**config.mk**
```make
export PLATFORM = sky130hd
export DESIGN_NAME = cost_table_server
export DESIGN_NICKNAME = d
export VERILOG_FILES = /design/src/rtl/cost_table_server.sv
export SDC_FILE = /design/constraint.sdc
export NUM_CORES = 1
export LEC_CHECK = 0
export ABC_AREA = 1
export BUFFER_PORTS_ARGS = -buffer_cell sky130_fd_sc_hd__buf_2
export CELL_PAD_IN_SITES_DETAIL_PLACEMENT = 0
export CELL_PAD_IN_SITES_GLOBAL_PLACEMENT = 1
export CORE_UTILIZATION = 48
export CTS_CLUSTER_SIZE = 16
export DETAILED_ROUTE_END_ITERATION = 8
export PLACE_DENSITY_LB_ADDON = 0.1
export SLEW_MARGIN = 20
export SYNTH_ARGS = -nofsm -noshare
export SYNTH_HDL_FRONTEND = slang
export SYNTH_SLANG_ARGS = --single-unit
export TNS_END_PERCENT = 100
```
**constraint.sdc**
```tcl
create_clock -name CLK -period 2.5 [get_ports CLK]
set_input_delay 0.25 -clock CLK [delete_from_list [all_inputs] [get_ports CLK]]
set_output_delay 0.25 -clock CLK [all_outputs]
set_load 0.1 [all_outputs]
```
**src/rtl/cost_table_server.sv**
```systemverilog
// 8x8 table of 7-bit worker/job costs, loaded over a valid/ready stream and read combinationally.
// Define COST_TABLE_CHECK_EN to build the round checker (sum and permutation legality per 8 probes).
module cost_table_server (
  input  logic        CLK,
  input  logic        RST,
  input  logic        LdValid,
  input  logic [6:0]  LdData,
  output logic        LdReady,
  output logic        Loaded,
  input  logic        Reload,
  input  logic [2:0]  W,
  input  logic [2:0]  J,
  output logic [6:0]  Cost,
  input  logic        Probe,
  output logic        RoundDone,
  output logic [9:0]  RoundSum,
  output logic        PermErr,
  output logic [15:0] RoundCount
);

  typedef enum logic {LOAD, SERVE} state_e;

  state_e     state_q, state_d;
  logic [5:0] ptr_q, ptr_d;
  logic       ld_ready_q, ld_ready_d;
  logic       loaded_q, loaded_d;
  logic [6:0] table_q [64];
  logic       ld_fire;
  logic       reload_fire;

  assign ld_fire     = (state_q == LOAD) && LdValid && ld_ready_q;
  assign reload_fire = (state_q == SERVE) && Reload;

  always_comb begin
    state_d    = state_q;
    ptr_d      = ptr_q;
    ld_ready_d = ld_ready_q;
    loaded_d   = loaded_q;
    case (state_q)
      LOAD: begin
        if (ld_fire) begin
          ptr_d = ptr_q + 6'd1;
          if (ptr_q == 6'd63) begin
            state_d    = SERVE;
            ld_ready_d = 1'b0;
            loaded_d   = 1'b1;
          end
        end
      end
      SERVE: begin
        if (Reload) begin
          state_d    = LOAD;
          ptr_d      = '0;
          ld_ready_d = 1'b1;
          loaded_d   = 1'b0;
        end
      end
      default: state_d = LOAD;
    endcase
  end

  always_ff @(posedge CLK) begin
    if (RST) begin
      state_q    <= LOAD;
      ptr_q      <= '0;
      ld_ready_q <= 1'b1;
      loaded_q   <= 1'b0;
    end else begin
      state_q    <= state_d;
      ptr_q      <= ptr_d;
      ld_ready_q <= ld_ready_d;
      loaded_q   <= loaded_d;
    end
  end

  // Table storage survives reset; only accepted load words write it.
  always_ff @(posedge CLK) begin
    if (ld_fire) table_q[ptr_q] <= LdData;
  end

  assign LdReady = ld_ready_q;
  assign Loaded  = loaded_q;
  assign Cost    = loaded_q ? table_q[{W, J}] : '0;

`ifdef COST_TABLE_CHECK_EN
  logic [9:0]  acc_q, acc_d;
  logic [7:0]  used_q, used_d;
  logic [2:0]  idx_q, idx_d;
  logic        err_q, err_d;
  logic        round_done_q, round_done_d;
  logic [9:0]  round_sum_q, round_sum_d;
  logic        perm_err_q, perm_err_d;
  logic [15:0] round_count_q, round_count_d;
  logic        probe_fire;
  logic        probe_err;

  // Reload takes priority, so a coincident probe is dropped entirely.
  assign probe_fire = (state_q == SERVE) && Probe && !Reload;
  assign probe_err  = used_q[J] || (W != idx_q);

  always_comb begin
    acc_d         = acc_q;
    used_d        = used_q;
    idx_d         = idx_q;
    err_d         = err_q;
    round_done_d  = 1'b0;
    round_sum_d   = round_sum_q;
    perm_err_d    = perm_err_q;
    round_count_d = round_count_q;
    if (reload_fire) begin
      acc_d         = '0;
      used_d        = '0;
      idx_d         = '0;
      err_d         = 1'b0;
      round_count_d = '0;
    end else if (probe_fire) begin
      if (idx_q == 3'd7) begin
        round_sum_d   = acc_q + {3'b000, Cost};
        perm_err_d    = err_q | probe_err;
        round_done_d  = 1'b1;
        round_count_d = (round_count_q == '1) ? round_count_q : round_count_q + 16'd1;
        acc_d         = '0;
        used_d        = '0;
        idx_d         = '0;
        err_d         = 1'b0;
      end else begin
        acc_d     = acc_q + {3'b000, Cost};
        used_d[J] = 1'b1;
        idx_d     = idx_q + 3'd1;
        err_d     = err_q | probe_err;
      end
    end
  end

  always_ff @(posedge CLK) begin
    if (RST) begin
      acc_q         <= '0;
      used_q        <= '0;
      idx_q         <= '0;
      err_q         <= 1'b0;
      round_done_q  <= 1'b0;
      round_sum_q   <= '0;
      perm_err_q    <= 1'b0;
      round_count_q <= '0;
    end else begin
      acc_q         <= acc_d;
      used_q        <= used_d;
      idx_q         <= idx_d;
      err_q         <= err_d;
      round_done_q  <= round_done_d;
      round_sum_q   <= round_sum_d;
      perm_err_q    <= perm_err_d;
      round_count_q <= round_count_d;
    end
  end

  assign RoundDone  = round_done_q;
  assign RoundSum   = round_sum_q;
  assign PermErr    = perm_err_q;
  assign RoundCount = round_count_q;
`else
  logic unused_probe;
  assign unused_probe = Probe ^ reload_fire;
  assign RoundDone    = 1'b0;
  assign RoundSum     = '0;
  assign PermErr      = 1'b0;
  assign RoundCount   = '0;
`endif

endmodule

```
==> impl_metrics.json <==
{
  "min_from": "LdData[1]",
  "dr.pass1.iters": 7,
  "path_class": "flip-flop to primary output",
  "regToRegStartpoint": "ptr_q[2]$_SDFFE_PP0P_",
  "use_met2_pct": 37.8,
  "p_leak_nw": 8.19,
  "cap_violations": 0,
  "seq_area_frac_synth_pct": 71.6,
  "place_hpwl_um": 29100,
  "netlist_area_um2": 19000,
  "insertion_delay_ps": 570,
  "synth_warnings": 0,
  "grt_use_met3_pct": 3.90,
  "num_vias": 12342,
  "setup_violations": 0,
  "grt_max_degree": 64,
  "cts-root-buf": "clkbuf_16",
  "status": "complete, no violations",
  "cts.clk_slew.worst_paths_ps": 60,
  "viasPerCell": 5.27,
  "grt_pass1_wl_um": 71300,
  "h-tree-depth": 2,
  "rows": 72,
  "fin_util_pct": 56.7,
  "ir_drop_mv": 0.862,
  "relSlewSlack_pct": 44.3,
  "finalCritPeriodShare_pct": 96.9,
  "rsz0062_at_grt": "false",
  "fmax_mhz": 413,
  "drt-total-wl_um": 47000,
  "synth-seq-cells": 457,
  "antenna_found_initial": 2,
  "drc_errors": 0,
  "io_pins": 55,
  "gp_congestion": 0.869,
  "wl_per_cell_um": 20.1,
  "clock_sinks": 457,
  "finalNonFillerCells": 2340,
  "worstPathRequired_ps": 2250,
  "busiest_layer": "met2",
  "skew_ps": 11.6,
  "fin_ws_ps": 76.6,
  "cts_tree": "built",
  "placed_area_um2": 20500,
  "hold_path.class": "primary input to flip-flop",
  "final_hold_viol_count": 0,
  "min_period_ps": 2420,
  "final_area_um2": 22100,
  "cts_buffers": 47,
  "endpoint_kind": "primary output",
  "cp_max_fo": 1,
  "fp.dieW_um": 201,
  "start_kind": "flip-flop",
  "dieArea_um2": 40500,
  "grt_pass1_vias": 11881,
  "worstMarginPinSlew_ps": 835,
  "syn_inst": 1670,
  "synth_top_cell_area_share_pct": 70.7,
  "worstPathArrival_ps": 2170,
  "drt_iter0_drc": 901,
  "areaGrowthSynthToFinish_pct": 16.0,
  "use_met1_pct": 33.5,
  "setup_tns_ps": 0,
  "startpoint": "table_q[47][0]$_DFFE_PP_",
  "preCtsSetupSlack_ps": 127,
  "yosysUniqueCellTypes": 24,
  "p_per_area_nw_per_um2": 750,
  "synth_top_area_cell": "edfxtp_1",
  "place_inst": 2248,
  "io_buffer_count": 25,
  "drive_above_1_share_pct": 12.9,
  "final_nets": 1801,
  "core_area_um2": 38900,
  "drv_slew": 0,
  "initial_utilization_pct": 48.9,
  "grt-ovfl-total": 0,
  "synth_area_leaders": "edfxtp_1 (71%), nand2_1 (11%), nand3_1 (10%)",
  "synth.avg_cell_area_um2": 11.4,
  "cts_buffer_depth": 3,
  "grt_usage_pct": 23.8,
  "die_y_um": 201,
  "ant_nets": 0
}
[Yosys cell counts (all sizes together)]
master and count:
nand2 581, edfxtp 448, nand3 386, buf 106, nor2 67, inv 22
clkbuf 18, a21oi 11, dfxtp 9, nor3 9, o21ai 4, nand4 3
a2111oi 1, and2 1, conb 1, ha 1, o31ai 1, or2 1
[per-layer routing]
layer / vias up / wire length (um)
li1: 6011 / -
met1: 5928 / 21100
met2: 334 / 22000
met3: 69 / 2550
met4: 0 / 1350
met5: - / 0
[path summary, 6_finish.rpt]
path	endpoint	slack, ps	cells past startpoint
min reg2reg	LdReady$_SDFFE_PP1P_	510	2
min	table_q[63][1]$_DFFE_PP_	220	1
max reg2reg	table_q[12][3]$_DFFE_PP_	440	6
max	Cost[0]	80	9
[cell type report]
class	count	area [um2]
repair buffers	160	1500
inverters	22	88.8
clock inverters	28	265
fillers	3305	16800
diodes	2	5.00
multi-input cells	1094	4680
flip-flops and latches	457	13600
clock buffers	59	1260
well taps	518	648
[placed cells by master (no fill, tap or decap), drive strengths merged]
cell / count
edfxtp: 448
ha: 1
dfxtp: 9
a2111oi: 1
nor3: 9
nand4: 3
o21ai: 4
a21oi: 11
diode: 2
and2: 1
or2: 1
nand2: 581
nand3: 386
inv: 23
dlygate4sd3: 3
clkinvlp: 2
conb: 28
buf: 157
bufinv: 5
o31ai: 1
clkbuf: 59
clkinv: 20
nor2: 67
[metrics by stage]
stage	power, mW	hold WS (ps)
floorplan	9.36	319
global placement	9.77	465
detailed placement	9.78	468
CTS	16.7	189
global route	17.1	216
finish	16.6	219
[registers in the layout, summed over array words and instances (netlist names)]
register	flops
table_q	448
ptr_q	6
LdReady	1
Loaded	1
state_q	1
[timing repair]
item / in CTS / in global routing
hold buffers: 3 / 0
gates resized for setup: 1 / 4
endpoints found under the hold margin: 3 / 0
endpoints found under the setup margin: 1 / 2
buffers inserted: 0 / 0
[critical path, stage by stage, from the launching register on]
cell,delay [ps]
edfxtp_1,340
nand2_1,50
nand3_1,90
nand3_1,130
nand2_1,120
nand2_1,50
nand3_1,180
nand3_1,210
a21oi_4,230
buf_12,200
[power by group]
part	internal [mW]	switching [mW]
logic	0.298	0.885
registers	8.43	0.00742
clock network	4.10	2.83
total	12.8	3.73
[logic make-up (layout without fill, tap and decap cells)]
| kind of cell | after synthesis | in the layout | synth area share [%] |
|---|---|---|---|
| AOI/OAI and AO/OA | 17 | 17 | 0.486 |
| adders and majority gates | 1 | 1 | 0.0657 |
| buffers and inverters | 146 | 269 | 4.51 |
| DFF | 457 | 457 | 71.6 |
| other | 1 | 30 | 0.0197 |
| and+or+nand+nor | 1048 | 1048 | 23.3 |
No activity file was read; power rests on OpenSTA's default activity.
